`src/rtl/udma_sdio_pkg.sv`:
```
// Shared types and register map for the SDIO uDMA register interface with command queue.
package udma_sdio_pkg;

  localparam int unsigned RSP_W = 128;

  typedef struct packed {
    logic [5:0]  op;
    logic [2:0]  rsp_type;
    logic [31:0] arg;
    logic        data_en;
    logic        rwn;
    logic        quad;
    logic [9:0]  block_size;
    logic [7:0]  block_num;
  } sdio_cmd_t;

  localparam logic [4:0] REG_RX_SADDR   = 5'h00;
  localparam logic [4:0] REG_RX_SIZE    = 5'h01;
  localparam logic [4:0] REG_RX_CFG     = 5'h02;
  localparam logic [4:0] REG_RX_INTCFG  = 5'h03;
  localparam logic [4:0] REG_TX_SADDR   = 5'h04;
  localparam logic [4:0] REG_TX_SIZE    = 5'h05;
  localparam logic [4:0] REG_TX_CFG     = 5'h06;
  localparam logic [4:0] REG_TX_INTCFG  = 5'h07;
  localparam logic [4:0] REG_CMD_OP     = 5'h08;
  localparam logic [4:0] REG_CMD_ARG    = 5'h09;
  localparam logic [4:0] REG_DATA_SETUP = 5'h0A;
  localparam logic [4:0] REG_START      = 5'h0B;
  localparam logic [4:0] REG_RSP0       = 5'h0C;
  localparam logic [4:0] REG_RSP1       = 5'h0D;
  localparam logic [4:0] REG_RSP2       = 5'h0E;
  localparam logic [4:0] REG_RSP3       = 5'h0F;
  localparam logic [4:0] REG_CLK_DIV    = 5'h10;
  localparam logic [4:0] REG_STATUS     = 5'h11;
  localparam logic [4:0] REG_CMDQ       = 5'h12;
  localparam logic [4:0] REG_IRQ_EN     = 5'h13;

  typedef enum logic [1:0] {
    ST_IDLE  = 2'd0,
    ST_ISSUE = 2'd1,
    ST_WAIT  = 2'd2
  } sdio_state_e;

endpackage

```
`src/rtl/udma_sdio_cmd_fifo.sv`:
```
// Synchronous DEPTH-entry command FIFO; flush wins over push/pop, pushes into a full FIFO are dropped.
module udma_sdio_cmd_fifo
  import udma_sdio_pkg::*;
#(
  parameter int unsigned DEPTH = 4
) (
  input  logic                     clk_i,
  input  logic                     rstn_i,
  input  logic                     push_i,
  input  sdio_cmd_t                data_i,
  input  logic                     pop_i,
  input  logic                     flush_i,
  output sdio_cmd_t                head_c,
  output logic                     full_c,
  output logic                     empty_c,
  output logic [$clog2(DEPTH):0]   count_o
);

  localparam int unsigned AW = $clog2(DEPTH);
  localparam int unsigned CW = AW + 1;

  sdio_cmd_t         mem [DEPTH];
  logic [AW-1:0]     wr_ptr;
  logic [AW-1:0]     rd_ptr;
  logic              push_ok;
  logic              pop_ok;

  assign full_c  = (count_o == CW'(DEPTH));
  assign empty_c = (count_o == '0);
  assign head_c  = mem[rd_ptr];
  assign push_ok = push_i & ~full_c & ~flush_i;
  assign pop_ok  = pop_i & ~empty_c & ~flush_i;

  always_ff @(posedge clk_i or negedge rstn_i) begin
    if (!rstn_i) begin
      wr_ptr  <= '0;
      rd_ptr  <= '0;
      count_o <= '0;
      for (int unsigned i = 0; i < DEPTH; i++) mem[i] <= '0;
    end else if (flush_i) begin
      wr_ptr  <= '0;
      rd_ptr  <= '0;
      count_o <= '0;
    end else begin
      if (push_ok) begin
        mem[wr_ptr] <= data_i;
        wr_ptr      <= wr_ptr + AW'(1);
      end
      if (pop_ok) rd_ptr <= rd_ptr + AW'(1);
      count_o <= count_o + CW'(push_ok) - CW'(pop_ok);
    end
  end

endmodule

```
`src/rtl/udma_sdio_cmdq_reg_if.sv`:
```
// SDIO uDMA config registers with a command queue that issues commands back-to-back to the SDIO core.
module udma_sdio_cmdq_reg_if
  import udma_sdio_pkg::*;
#(
  parameter int unsigned L2_AWIDTH_NOAL = 12,
  parameter int unsigned TRANS_SIZE     = 16,
  parameter int unsigned CMDQ_DEPTH     = 4
) (
  input  logic                      clk_i,
  input  logic                      rstn_i,
  input  logic [31:0]               cfg_data_i,
  input  logic [4:0]                cfg_addr_i,
  input  logic                      cfg_valid_i,
  input  logic                      cfg_rwn_i,
  output logic [31:0]               cfg_data_o,
  output logic                      cfg_ready_o,
  output logic [L2_AWIDTH_NOAL-1:0] cfg_rx_startaddr_o,
  output logic [TRANS_SIZE-1:0]     cfg_rx_size_o,
  output logic                      cfg_rx_continuous_o,
  output logic                      cfg_rx_en_o,
  output logic                      cfg_rx_clr_o,
  input  logic                      cfg_rx_en_i,
  input  logic                      cfg_rx_pending_i,
  input  logic [L2_AWIDTH_NOAL-1:0] cfg_rx_curr_addr_i,
  input  logic [TRANS_SIZE-1:0]     cfg_rx_bytes_left_i,
  output logic [L2_AWIDTH_NOAL-1:0] cfg_tx_startaddr_o,
  output logic [TRANS_SIZE-1:0]     cfg_tx_size_o,
  output logic                      cfg_tx_continuous_o,
  output logic                      cfg_tx_en_o,
  output logic                      cfg_tx_clr_o,
  input  logic                      cfg_tx_en_i,
  input  logic                      cfg_tx_pending_i,
  input  logic [L2_AWIDTH_NOAL-1:0] cfg_tx_curr_addr_i,
  input  logic [TRANS_SIZE-1:0]     cfg_tx_bytes_left_i,
  output logic                      cfg_sdio_start_o,
  output logic [5:0]                cfg_cmd_op_o,
  output logic [31:0]               cfg_cmd_arg_o,
  output logic [2:0]                cfg_cmd_rsp_type_o,
  output logic                      cfg_data_en_o,
  output logic                      cfg_data_rwn_o,
  output logic                      cfg_data_quad_o,
  output logic [9:0]                cfg_data_block_size_o,
  output logic [7:0]                cfg_data_block_num_o,
  input  logic [RSP_W-1:0]          cfg_rsp_data_i,
  input  logic [15:0]               txrx_status_i,
  input  logic                      txrx_eot_i,
  input  logic                      txrx_err_i,
  output logic [7:0]                cfg_clk_div_data_o,
  output logic                      cfg_clk_div_valid_o,
  input  logic                      cfg_clk_div_ack_i,
  output logic                      irq_o
);

  localparam int unsigned CW = $clog2(CMDQ_DEPTH) + 1;

  sdio_state_e       state;
  sdio_cmd_t         stg;
  sdio_cmd_t         active;
  sdio_cmd_t         q_head;
  logic              q_full;
  logic              q_empty;
  logic [CW-1:0]     q_count;
  logic [RSP_W-1:0]  rsp;
  logic [15:0]       last_status;
  logic              halt_on_err;
  logic [3:0]        irq_en;
  logic [3:0]        sticky;
  logic [3:0]        sticky_set;
  logic [3:0]        sticky_w1c;
  logic [3:0]        sticky_nxt;
  logic              wr_en;
  logic              sw_push;
  logic              sw_flush;
  logic              push_ok;
  logic              cmpl;
  logic              halt_flush;
  logic              fifo_flush;

  assign cfg_ready_o = 1'b1;
  assign wr_en       = cfg_valid_i & ~cfg_rwn_i;
  assign sw_flush    = wr_en & (cfg_addr_i == REG_START) & cfg_data_i[1];
  assign sw_push     = wr_en & (cfg_addr_i == REG_START) & cfg_data_i[0] & ~cfg_data_i[1];
  assign cmpl        = (state == ST_WAIT) & (txrx_eot_i | txrx_err_i);
  assign halt_flush  = cmpl & txrx_err_i & halt_on_err;
  assign fifo_flush  = sw_flush | halt_flush;
  assign push_ok     = sw_push & ~q_full & ~fifo_flush;

  // Sticky order {done, ovf, err, eot}; a set in the same cycle as a W1C wins.
  assign sticky_set = {cmpl & (halt_flush | sw_flush | (q_empty & ~push_ok)),
                       sw_push & q_full,
                       cmpl & txrx_err_i,
                       cmpl & txrx_eot_i};
  assign sticky_w1c = (wr_en && cfg_addr_i == REG_STATUS) ? cfg_data_i[3:0] : 4'h0;
  assign sticky_nxt = (sticky & ~sticky_w1c) | sticky_set;

  udma_sdio_cmd_fifo #(
    .DEPTH (CMDQ_DEPTH)
  ) i_cmd_fifo (
    .clk_i   (clk_i),
    .rstn_i  (rstn_i),
    .push_i  (sw_push),
    .data_i  (stg),
    .pop_i   (state == ST_ISSUE),
    .flush_i (fifo_flush),
    .head_c  (q_head),
    .full_c  (q_full),
    .empty_c (q_empty),
    .count_o (q_count)
  );

  // Issue sequencer; the active command is loaded on entry to ISSUE so it is valid with the start pulse.
  always_ff @(posedge clk_i or negedge rstn_i) begin
    if (!rstn_i) begin
      state            <= ST_IDLE;
      cfg_sdio_start_o <= 1'b0;
      active           <= '0;
    end else begin
      cfg_sdio_start_o <= 1'b0;
      case (state)
        ST_IDLE: begin
          if (!fifo_flush && (!q_empty || push_ok)) begin
            active           <= q_empty ? stg : q_head;
            cfg_sdio_start_o <= 1'b1;
            state            <= ST_ISSUE;
          end
        end
        ST_ISSUE: state <= ST_WAIT;
        ST_WAIT:  if (cmpl) state <= ST_IDLE;
        default:  state <= ST_IDLE;
      endcase
    end
  end

  assign cfg_cmd_op_o          = active.op;
  assign cfg_cmd_arg_o         = active.arg;
  assign cfg_cmd_rsp_type_o    = active.rsp_type;
  assign cfg_data_en_o         = active.data_en;
  assign cfg_data_rwn_o        = active.rwn;
  assign cfg_data_quad_o       = active.quad;
  assign cfg_data_block_size_o = active.block_size;
  assign cfg_data_block_num_o  = active.block_num;

  always_ff @(posedge clk_i or negedge rstn_i) begin
    if (!rstn_i) begin
      cfg_rx_startaddr_o  <= '0;
      cfg_rx_size_o       <= '0;
      cfg_rx_continuous_o <= 1'b0;
      cfg_rx_en_o         <= 1'b0;
      cfg_rx_clr_o        <= 1'b0;
      cfg_tx_startaddr_o  <= '0;
      cfg_tx_size_o       <= '0;
      cfg_tx_continuous_o <= 1'b0;
      cfg_tx_en_o         <= 1'b0;
      cfg_tx_clr_o        <= 1'b0;
      cfg_clk_div_data_o  <= '0;
      cfg_clk_div_valid_o <= 1'b0;
      stg                 <= '0;
      rsp                 <= '0;
      last_status         <= '0;
      halt_on_err         <= 1'b0;
      irq_en              <= '0;
      sticky              <= '0;
      irq_o               <= 1'b0;
    end else begin
      cfg_rx_en_o  <= 1'b0;
      cfg_rx_clr_o <= 1'b0;
      cfg_tx_en_o  <= 1'b0;
      cfg_tx_clr_o <= 1'b0;
      sticky       <= sticky_nxt;
      irq_o        <= |(sticky_nxt & irq_en);
      if (cmpl) begin
        rsp         <= cfg_rsp_data_i;
        last_status <= txrx_status_i;
      end
      if (cfg_clk_div_ack_i) cfg_clk_div_valid_o <= 1'b0;
      if (wr_en) begin
        case (cfg_addr_i)
          REG_RX_SADDR: cfg_rx_startaddr_o <= cfg_data_i[L2_AWIDTH_NOAL-1:0];
          REG_RX_SIZE:  cfg_rx_size_o      <= cfg_data_i[TRANS_SIZE-1:0];
          REG_RX_CFG: begin
            cfg_rx_continuous_o <= cfg_data_i[0];
            cfg_rx_en_o         <= cfg_data_i[4];
            cfg_rx_clr_o        <= cfg_data_i[5];
          end
          REG_TX_SADDR: cfg_tx_startaddr_o <= cfg_data_i[L2_AWIDTH_NOAL-1:0];
          REG_TX_SIZE:  cfg_tx_size_o      <= cfg_data_i[TRANS_SIZE-1:0];
          REG_TX_CFG: begin
            cfg_tx_continuous_o <= cfg_data_i[0];
            cfg_tx_en_o         <= cfg_data_i[4];
            cfg_tx_clr_o        <= cfg_data_i[5];
          end
          REG_CMD_OP: begin
            stg.op       <= cfg_data_i[13:8];
            stg.rsp_type <= cfg_data_i[2:0];
          end
          REG_CMD_ARG: stg.arg <= cfg_data_i;
          REG_DATA_SETUP: begin
            stg.data_en    <= cfg_data_i[0];
            stg.rwn        <= cfg_data_i[1];
            stg.quad       <= cfg_data_i[2];
            stg.block_num  <= cfg_data_i[15:8];
            stg.block_size <= cfg_data_i[25:16];
          end
          REG_CLK_DIV: begin
            cfg_clk_div_data_o <= cfg_data_i[7:0];
            if (cfg_data_i[8]) cfg_clk_div_valid_o <= 1'b1;
          end
          REG_CMDQ:   halt_on_err <= cfg_data_i[0];
          REG_IRQ_EN: irq_en      <= cfg_data_i[3:0];
          default: ;
        endcase
      end
    end
  end

  // Read mux, combinational from the address.
  always_comb begin
    cfg_data_o = '0;
    case (cfg_addr_i)
      REG_RX_SADDR:   cfg_data_o = 32'(cfg_rx_curr_addr_i);
      REG_RX_SIZE:    cfg_data_o = 32'(cfg_rx_bytes_left_i);
      REG_RX_CFG:     cfg_data_o = {26'h0, cfg_rx_pending_i, cfg_rx_en_i, 3'h0, cfg_rx_continuous_o};
      REG_TX_SADDR:   cfg_data_o = 32'(cfg_tx_curr_addr_i);
      REG_TX_SIZE:    cfg_data_o = 32'(cfg_tx_bytes_left_i);
      REG_TX_CFG:     cfg_data_o = {26'h0, cfg_tx_pending_i, cfg_tx_en_i, 3'h0, cfg_tx_continuous_o};
      REG_CMD_OP:     cfg_data_o = {18'h0, stg.op, 5'h0, stg.rsp_type};
      REG_CMD_ARG:    cfg_data_o = stg.arg;
      REG_DATA_SETUP: cfg_data_o = {6'h0, stg.block_size, stg.block_num, 5'h0, stg.quad, stg.rwn, stg.data_en};
      REG_RSP0:       cfg_data_o = rsp[31:0];
      REG_RSP1:       cfg_data_o = rsp[63:32];
      REG_RSP2:       cfg_data_o = rsp[95:64];
      REG_RSP3:       cfg_data_o = rsp[127:96];
      REG_CLK_DIV:    cfg_data_o = {23'h0, cfg_clk_div_valid_o, cfg_clk_div_data_o};
      REG_STATUS:     cfg_data_o = {last_status, 12'h0, sticky};
      REG_CMDQ:       cfg_data_o = {16'h0, state != ST_IDLE, q_full, q_empty, 1'b0, halt_on_err, 11'(q_count)};
      REG_IRQ_EN:     cfg_data_o = {28'h0, irq_en};
      default:        cfg_data_o = '0;
    endcase
  end

endmodule

```
`config.mk`:
```
export PLATFORM = sky130hd
export DESIGN_NAME = udma_sdio_cmdq_reg_if
export DESIGN_NICKNAME = d
export VERILOG_FILES = /design/src/rtl/udma_sdio_pkg.sv /design/src/rtl/udma_sdio_cmd_fifo.sv /design/src/rtl/udma_sdio_cmdq_reg_if.sv
export SDC_FILE = /design/constraint.sdc
export NUM_CORES = 1
export LEC_CHECK = 0
export ABC_AREA = 1
export BUFFER_PORTS_ARGS = -buffer_cell sky130_fd_sc_hd__buf_2
export CAP_MARGIN = 20
export CORE_MARGIN = 4
export CORE_UTILIZATION = 40
export CTS_CLUSTER_DIAMETER = 60
export DETAILED_ROUTE_END_ITERATION = 16
export PLACE_DENSITY = 0.62
export SLEW_MARGIN = 0
export SYNTH_ARGS = -nofsm -noshare
export SYNTH_HDL_FRONTEND = slang
export SYNTH_SLANG_ARGS = --single-unit
export TNS_END_PERCENT = 5
```
`constraint.sdc`:
```
create_clock -name clk_i -period 4.7 [get_ports clk_i]
set_input_delay 0.47 -clock clk_i [delete_from_list [all_inputs] [get_ports clk_i]]
set_output_delay 0.47 -clock clk_i [all_outputs]
set_load 0.005 [all_outputs]
```
==> flow_summary.yaml, run 1 <==
run_status:
  status: "complete, no violations"
finish:
  fillers: 6695
  nets: 3887
  final_common_cell: "nand2_1"
  syn2layout_area_growth_pct: 17.9
  drive_above_1_share_pct: 16.2
  final_cell_mix: "nand2_1 (1396), dfrtp_1 (605), o21ai_0 (429)"
synthesis:
  netlist_area_um2: 27000
  synth_fp_nets: 3565
  synth_warnings: 0
  synth_cells: 3310
  ys_ff_latch: 607
  ys_seq_area_share_pct: 56.3
  async_flop_share_pct: 100
  avgSynthCellArea_um2: 8.15
  synth_edf_count: 0
  synthFlopType: "dfrtp_1"
  ys_types: 38
setup_path:
  startpoint: "cfg_addr_i[1]"
  cp.required_ns: 4.23
  crit_type: "input pin to output pin"
  setup.worst_path.end_class: "output pin"
  worst_ep_arrival_time_ns: 2.76
  crit_fanout: 17
  regToRegStartpoint: "i_cmd_fifo.count_o[1]"
  start_kind: "input pin"
cts:
  cts_buffers: 68
  cts-root-buf: "clkbuf_16"
  htreeDepth: 3
  cts_tree: "yes"
  insertion_delay_ns: 0.61
  max-clock-path-buffers: 3
  clkTransAtPathRegs_ns: 0.06
  post_cts_resized: 0
  clock_sinks: 607
floorplan:
  row_count: 94
  die_w_um: 268
  coreArea_um2: 66300
  ios: 416
  start_util_pct: 40.7
  die-area_um2: 71700
  die_height_um: 268
global_routing:
  grt_pass1_wl_mm: 145
  antenna_found_initial: 13
  grt_pass1_vias: 22972
  grt_overflow: 0
  grt_util_all_layers_pct: 26.6
  grt_max_degree: 162
pwr:
  p_total_mw: 16.6
  leakagePower_nw: 15.9
  power-per-cell-area_nw_per_um2: 523
  ir_worst_vdd_v: 0.000538
sta:
  finalHoldWorstSlack_ns: 0.0585
  period_needed_ns: 3.23
  finalSetupViolCount: 0
  skew_ns: 0.0184
  final_hold_viol_count: 0
  slew_viol_final: 0
  post-route-period-util_pct: 68.8
  tns_ns: 0
  fmax_ghz: 0.309
  relSlewSlack_pct: 24.9
  worst_pin_slew_ns: 1.13
  rsz0062_at_grt: "no"
run:
  maxCapViolCount: 0
placed_design:
  place_congestion: 0.894
  place.port_buffers: 414
  dp.final_hpwl_mm: 66.1
min_path:
  hp-start: "cfg_rsp_data_i[27]"
  hold_class: "input pin to register"
routing:
  drt-initial-drc-count: 2325
  drcViolationCount: 0
  drtPass1Iterations: 5
  num_vias: 23944
  detail-route-antenna-nets: 0
  via_per_inst: 5.26
  avgRoutedWirePerCell_um: 21.2
  wirelength_mm: 96.4
## kinds of logic after synthesis
kind of cell	share of synthesized area [%]
adders and majority gates	0.352
buffers and inverters	5.84
and+or+nand+nor	25.5
DFF	56.3
other	0.0139
xor gates and xnor gates	0.0325
AOI/OAI and AO/OA	12.0
## path summary, 6_finish.rpt
check	to	slack, ns	cells past startpoint
worst max-delay path	cfg_data_o[15]	1.47	11
worst min-delay path	rsp[27]	0.06	3
worst max register to register	cfg_data_block_size_o[0]	1.88	9
worst min register to register	rsp[121]	0.47	2
max in group asynchronous	last_status[13]	2.99	3
min in group asynchronous	cfg_cmd_arg_o[4]	0.50	2
## through the flow
| stage | cell area (um^2) | setup WS (ns) | utilization (%) | instances |
|---|---|---|---|---|
| 2_1_floorplan | 27000 | 2.38 | - | 3310 |
| 3_3_place_gp | 29600 | 1.39 | 44.5 | 4424 |
| 3_5_place_dp | 29600 | 1.43 | 44.5 | 4424 |
| 4_1_cts | 31800 | 1.43 | 47.9 | 4545 |
| 5_1_grt | 31800 | 1.34 | 47.9 | 4547 |
| 6_report | 31800 | 1.47 | 47.9 | 4550 |
## power breakdown
| part | internal, mW | switching (mW) | leakage [nW] |
|---|---|---|---|
| clock | 3.09 | 2.23 | 1.09 |
| sequential | 6.24 | 0.627 | 8.05 |
| combinational | 1.31 | 3.13 | 6.75 |
## cells in the mapped netlist (all sizes together) (3+ instances only)
library cell | instances | area [um^2]
nand2 | 1405 | 5310
inv | 153 | 574
buf | 66 | 490
nand4 | 25 | 156
dfrtp | 607 | 15200
o2111ai | 4 | 35.0
o21ai | 548 | 2770
a21oi | 46 | 230
o22ai | 7 | 43.8
nor3 | 3 | 20.0
ha | 6 | 75.1
nand3 | 216 | 1100
o2bb2ai | 7 | 61.3
nor2 | 63 | 268
o211ai | 4 | 30.0
clkbuf | 135 | 508
a22o | 5 | 43.8
## critical path: stages
cell      delay [ns]
buf_2           0.12
inv_1           0.06
nand2_1         0.18
nor2_1          0.09
nand2_1         0.07
clkinv_1        0.57
nand2_1         0.30
o21ai_0         0.11
a21oi_1         0.42
nand4_1         0.20
buf_2           0.18
## per-layer routing
layer	vias to the layer above	wire (um)	GRT usage, %
met5	-	97	0
met4	14	3230	9.35
met3	148	6880	4.91
met2	892	44200	41.3
met1	11576	42000	37.7
li1	11314	-	-
## registers in the layout, summed over array words and instances, names as in the netlist, 12 cells and up
signal	cells
stg	62
cfg_rx_startaddr_o	12
rsp	128
last_status	16
cfg_cmd_arg_o	32
cfg_tx_startaddr_o	12
cfg_tx_size_o	16
cfg_rx_size_o	16
i_cmd_fifo.mem	248
## timing repair
| action | 4_1_cts | 5_1_grt |
|---|---|---|
| hold buffers | 1 | 0 |
| endpoints found under the hold margin | 87 | 0 |
| setup buffers | 0 | 0 |
## area by class of cell
class,instances,area [um^2],area share [%]
antenna,4,10.0,0.0315
inverter,154,584,1.84
timing repair buffer,453,2480,7.81
sequential,607,15200,47.8
multi-input combinational,2348,10200,32.2
clock inverter,20,193,0.606
clock buffer,100,2010,6.33
tap,864,1080,3.40
(Power assumes the default switching activity.)
==> run 2, diff against run 1 <==
--- a/config.mk
+++ b/config.mk
@@ -5,14 +5,14 @@
 export SDC_FILE = /design/constraint.sdc
 export NUM_CORES = 1
 export LEC_CHECK = 0
-export ABC_AREA = 1
+export ABC_AREA = 0
 export BUFFER_PORTS_ARGS = -buffer_cell sky130_fd_sc_hd__buf_2
 export CAP_MARGIN = 20
 export CORE_MARGIN = 4
 export CORE_UTILIZATION = 40
 export CTS_CLUSTER_DIAMETER = 60
 export DETAILED_ROUTE_END_ITERATION = 16
-export PLACE_DENSITY = 0.62
+export PLACE_DENSITY = 0.64
 export SLEW_MARGIN = 0
 export SYNTH_ARGS = -nofsm -noshare
 export SYNTH_HDL_FRONTEND = slang
==> constraint.sdc (replaced) <==
create_clock -name clk_i -period 2.6 [get_ports clk_i]
set_input_delay 0.26 -clock clk_i [delete_from_list [all_inputs] [get_ports clk_i]]
set_output_delay 0.26 -clock clk_i [all_outputs]
set_load 0.005 [all_outputs]
==> flow_summary.yaml, run 2 <==
run_status:
  status: "complete, no violations"
synthesis:
  synthFlopType: "dfrtp_1"
  synth.area.top_cells: "dfrtp_1 (58%), mux2_2 (22%), mux4_2 (5.3%)"
  synthAdderAreaFrac_pct: 0.361
  synth_warnings: 0
  async_flop_share_pct: 100
  synth_edf_count: 0
  netlist_area_um2: 26300
  ys_seq_area_share_pct: 57.7
  ys_types: 49
  synth_compound_area_share_pct: 5.68
  synthTopCellsByCount: "dfrtp_1 (607), mux2_2 (525), a22oi_1 (110)"
  synth_cells: 1816
  synth.most_common_cell: "dfrtp_1"
  synth_fp_nets: 2071
  avgSynthCellArea_um2: 14.5
  synthSimpleGateAreaFrac_pct: 3.73
  synth_top_family_by_area: "multiplexers"
  yosysTopAreaCell: "dfrtp_1"
  ys_ff_latch: 607
  synth_top_cell_area_share_pct: 57.7
  synth_xor_area_share_pct: 0.166
  muxShareOfSynthArea_pct: 30.2
routing:
  route.met3.wl_mm: 5.64
  avgRoutedWirePerCell_um: 24.6
  num_vias: 18617
  drt-initial-drc-count: 1634
  via_per_inst: 5.54
  drcViolationCount: 0
  maxUsedRoutingLayer: "met5"
  wl_met2_mm: 39.0
  drtPass1Iterations: 5
  m1WireLength_mm: 35.5
  wirelength_mm: 82.7
  detail-route-antenna-nets: 0
sta:
  rsz0062_at_grt: "no"
  final_hold_viol_count: 0
  tns_ns: 0
  slew_viol_final: 0
  worst_pin_slew_ns: 0.799
  finalSetupViolCount: 0
  fmax_ghz: 0.402
  period_needed_ns: 2.49
  relSlewSlack_pct: 46.5
  skew_ns: 0.0300
  post-route-period-util_pct: 95.7
min_path:
  hold_class: "input pin to register"
cts:
  max-clock-path-buffers: 3
  cts_buffers: 68
  cts_tree: "yes"
  clkTransAtPathRegs_ns: 0.06
  insertion_delay_ns: 0.60
  cts-root-buf: "clkbuf_16"
  clock_sinks: 607
  htreeDepth: 3
floorplan:
  ios: 416
  die_height_um: 265
  die_w_um: 265
  start_util_pct: 40.6
  coreArea_um2: 64800
  die-area_um2: 70000
  row_count: 93
run:
  maxCapViolCount: 0
finish:
  nets: 2702
  drive_above_1_share_pct: 48.8
  stdcell_area_um2: 34100
  final_common_cell: "dfrtp_1"
  reg_top3: "i_cmd_fifo.mem x248, rsp x128, stg x62"
  final_cell_mix: "dfrtp_1 (604), mux2_2 (525), buf_2 (413)"
  syn2layout_area_growth_pct: 29.7
  largest_reg_flops: 248
  largest-register: "i_cmd_fifo.mem"
setup_path:
  start_kind: "register"
  regToRegEndpoint: "i_cmd_fifo.mem[10]"
  rrSetupSlack_ns: 0.13
  crit_type: "register to output pin"
  worst_ep_arrival_time_ns: 2.23
  cp.required_ns: 2.34
  setup.worst_path.end_class: "output pin"
  crit_fanout: 17
  crit_end: "cfg_data_o[13]"
  startpoint: "i_cmd_fifo.count_o[2]"
  regToRegStartpoint: "i_cmd_fifo.count_o[2]"
  r2r_cells: 6
pwr:
  clkPwrFrac_pct: 31.3
  switchingPower_mw: 9.23
  ir_worst_vdd_v: 0.000533
  leakagePower_nw: 16.4
  p_int_mw: 21.1
  p_seq_share_pct: 43.6
  p_sw_share_pct: 30.4
  power-per-cell-area_nw_per_um2: 890
  comb_power_share_pct: 25.1
placed_design:
  place_congestion: 0.903
  place.port_buffers: 414
  placed_area_um2: 30100
  dp.final_hpwl_mm: 57.2
global_routing:
  antenna_found_initial: 14
  grt_pass1_wl_mm: 126
  grt_util_all_layers_pct: 23.2
  grt_overflow: 0
  grt_pass1_vias: 19972
  grt_max_degree: 68
==> run 2: timing repair <==
action / in CTS / in global routing
hold endpoints to repair: 245 / 0
setup endpoints to repair: 1 / 4
gates resized for setup: 0 / 2
buffers inserted: 1 / 0
gates cloned: 2 / 0
pin swaps: 1 / 0
hold buffers: 172 / 0
==> run 2: area by class of cell <==
cell class	instances	area, um^2
diodes	10	25.0
clock inverters	17	225
clock buffers	102	1970
fillers	5332	30700
repair buffers	677	4940
multi-input cells	1083	10700
flip-flops and latches	607	15200
well taps	855	1070
inverters	10	37.5
==> run 2: kinds of logic (layout without fill, tap and decap cells) <==
logic type,Yosys count,in the layout
mux,652,652
flops,607,607
compound gates,211,211
simple gates,207,207
buf+inv,126,806
fa+ha+maj,7,7
xor+xnor,5,5
other cells,1,11
==> run 2: metrics by stage <==
stage          utilization, %  total power [mW]  hold WS [ns]  setup slack [ns]  cells
3_3_place_gp             46.5              20.4         0.298            0.0585   3057
3_5_place_dp             46.5              20.6         0.298           -0.0187   3057
4_1_cts                  52.6              30.6       0.00400            0.0392   3351
5_1_grt                  52.7              31.9        0.0171            0.0380   3357
2_1_floorplan               -              17.3       -0.0356           0.00813   1816
6_report                 52.7              30.4        0.0365             0.111   3361
==> run 2: worst min path at each step <==
stage,from,end,slack (ns),cells past startpoint
after floorplan,rstn_i,cfg_clk_div_data_o[0],-0.04,0
after global placement,rstn_i,cfg_data_block_size_o[5],0.30,1
after detailed placement,rstn_i,cfg_data_block_size_o[5],0.30,1
after CTS,cfg_data_i[0],stg[20],0.004,2
after global routing,cfg_data_i[15],cfg_tx_size_o[15],0.02,2
final,cfg_data_i[15],cfg_tx_size_o[15],0.04,2
==> run 2: worst max-delay path: stages (launching register included) <==
cell      delay (ns)
dfrtp_1         0.49
nor3_4          0.09
buf_12          0.19
a22o_1          0.27
a221oi_1        0.22
nand4_1         0.19
buf_2           0.18
==> run 2: power by group through the flow <==
stage	combinational, mW	clock, mW	sequential, mW
floorplan	4.59	0	12.7
finish	7.62	9.51	13.2
CTS	7.70	9.73	13.2
global route	8.31	10.1	13.5
global placement	7.14	0	13.3
detailed placement	7.28	0	13.4
==> run 2: layer usage <==
metal	vias to the layer above	global-route usage (%)
met5	-	0
met4	6	7.85
li1	8043	-
met1	9684	32.2
met3	191	4.86
met2	693	36.8
==> run 3, diff against run 2 <==
--- a/config.mk
+++ b/config.mk
@@ -12,7 +12,7 @@
 export CORE_UTILIZATION = 40
 export CTS_CLUSTER_DIAMETER = 60
 export DETAILED_ROUTE_END_ITERATION = 16
-export PLACE_DENSITY = 0.64
+export PLACE_DENSITY_LB_ADDON = 0.12
 export SLEW_MARGIN = 0
 export SYNTH_ARGS = -nofsm -noshare
 export SYNTH_HDL_FRONTEND = slang
==> flow_summary.yaml, run 3 (synthesis results as in run 2) <==
sta:
  tns_ns: 0
  slew_viol_final: 0
  skew_ns: 0.0170
  fmax_ghz: 0.403
  rsz0062_at_grt: "no"
  worst_pin_slew_ns: 0.752
  relSlewSlack_pct: 49.9
  period_needed_ns: 2.48
  post-route-period-util_pct: 95.5
  finalWorstSetupSlack_ns: 0.116
  finalSetupViolCount: 0
  final_hold_viol_count: 0
placed_design:
  dp.final_hpwl_mm: 57.7
  place.port_buffers: 414
  place_congestion: 0.874
  dp_slack_ns: 0.0995
routing:
  drcViolationCount: 0
  via_per_inst: 5.41
  num_vias: 18303
  drt-initial-drc-count: 1257
  drtPass1Iterations: 6
  wirelength_mm: 82.6
  detail-route-antenna-nets: 0
  avgRoutedWirePerCell_um: 24.4
cts:
  post_cts_resized: 0
  htreeDepth: 3
  cts_tree: "yes"
  insertion_delay_ns: 0.60
  clock_sinks: 607
  cts-root-buf: "clkbuf_16"
  max-clock-path-buffers: 3
  clkTransAtPathRegs_ns: 0.06
  cts_buffers: 70
run:
  maxCapViolCount: 0
floorplan:
  die-area_um2: 70000
  die_height_um: 265
  start_util_pct: 40.6
  die_w_um: 265
  row_count: 93
  ios: 416
  coreArea_um2: 64800
setup_path:
  worst_ep_arrival_time_ns: 2.22
  crit_type: "register to output pin"
  rrSetupSlack_ns: 0.19
  setup.worst_path.end_class: "output pin"
  crit_fanout: 34
  start_kind: "register"
  cp.required_ns: 2.34
finish:
  final_cell_mix: "dfrtp_1 (605), mux2_2 (525), buf_2 (413)"
  largest_reg_flops: 248
  reg_top3: "i_cmd_fifo.mem x248, rsp x128, stg x62"
  final_common_cell: "dfrtp_1"
  fillers: 5507
  syn2layout_area_growth_pct: 30.5
  drive_above_1_share_pct: 49.4
  utilization_pct: 53.0
  largest-register: "i_cmd_fifo.mem"
  seq_area_um2: 15200
  multi_input_area_um2: 10700
  nets: 2718
min_path:
  hold_class: "input pin to register"
global_routing:
  grt_max_degree: 76
  grt_util_all_layers_pct: 23.3
  grt_pass1_wl_mm: 125
  antenna_found_initial: 16
  grt_pass1_vias: 19504
  grt_overflow: 0
pwr:
  p_total_mw: 30.3
  leakagePower_nw: 16.5
  p_seq_share_pct: 43.6
  comb_power_share_pct: 24.2
  power-per-cell-area_nw_per_um2: 881
  clkPwrFrac_pct: 32.2
  p_int_mw: 21.2
  switchingPower_mw: 9.06
  p_sw_share_pct: 29.9
  ir_worst_vdd_v: 0.000622
run_status:
  status: "complete, no violations"
[run 3: area by class of cell]
class / instances / share of cell area (%)
tap: 855 / 3.11
clock buffer: 107 / 6.24
timing repair buffer: 691 / 14.7
sequential: 607 / 44.2
multi-input combinational: 1083 / 31.0
clock inverter: 17 / 0.415
antenna: 14 / 0.102
inverter: 10 / 0.109
[run 3: power groups by stage]
stage	Clock (mW)	Sequential [mW]	Combinational, mW
2_1_floorplan	0	12.7	4.59
3_3_place_gp	0	13.3	7.03
3_5_place_dp	0	13.3	7.15
4_1_cts	9.98	13.2	7.48
5_1_grt	10.4	13.5	8.06
6_report	9.74	13.2	7.33
[run 3: worst max-delay path: stages, from the launching register on]
cell      delay [ns]
dfrtp_1         0.52
nor3_4          0.08
buf_12          0.20
a22o_1          0.26
a221oi_1        0.25
nand4_1         0.14
buf_2           0.18
[run 3: path summary, 6_finish.rpt]
check / start / to / cells after the start
min in group asynchronous: rstn_i / cfg_tx_size_o[4] / 2
max reg2reg: halt_on_err / i_cmd_fifo.count_o[2] / 11
min reg2reg: cfg_rx_size_o[3] / cfg_rx_size_o[3] / 1
max in group asynchronous: rstn_i / cfg_data_block_size_o[1] / 3
max: i_cmd_fifo.count_o[1] / cfg_data_o[13] / 6
min: cfg_data_i[15] / cfg_tx_size_o[15] / 2
[run 3: layer usage]
metal	track usage, %	wire [um]
met5	0	35
met4	7.04	2240
met3	4.57	5190
met2	36.9	38900
met1	32.7	36200
[run 3: what timing repair did]
| item | in CTS | in global routing |
|---|---|---|
| endpoints found under the setup margin | 1 | 0 |
| hold buffers | 171 | 0 |
| buffers inserted | 1 | 0 |
| hold endpoints to repair | 253 | 0 |
[run 3: per-stage QoR]
| stage | std cells | hold WS [ns] | area [um^2] |
|---|---|---|---|
| after global placement | 3073 | 0.316 | 30300 |
| after global routing | 3380 | 0.00395 | 34300 |
| after CTS | 3370 | 0.00682 | 34300 |
| after floorplan | 1816 | -0.0356 | 26300 |
| after detailed placement | 3073 | 0.325 | 30300 |
| final | 3384 | 0.0300 | 34300 |
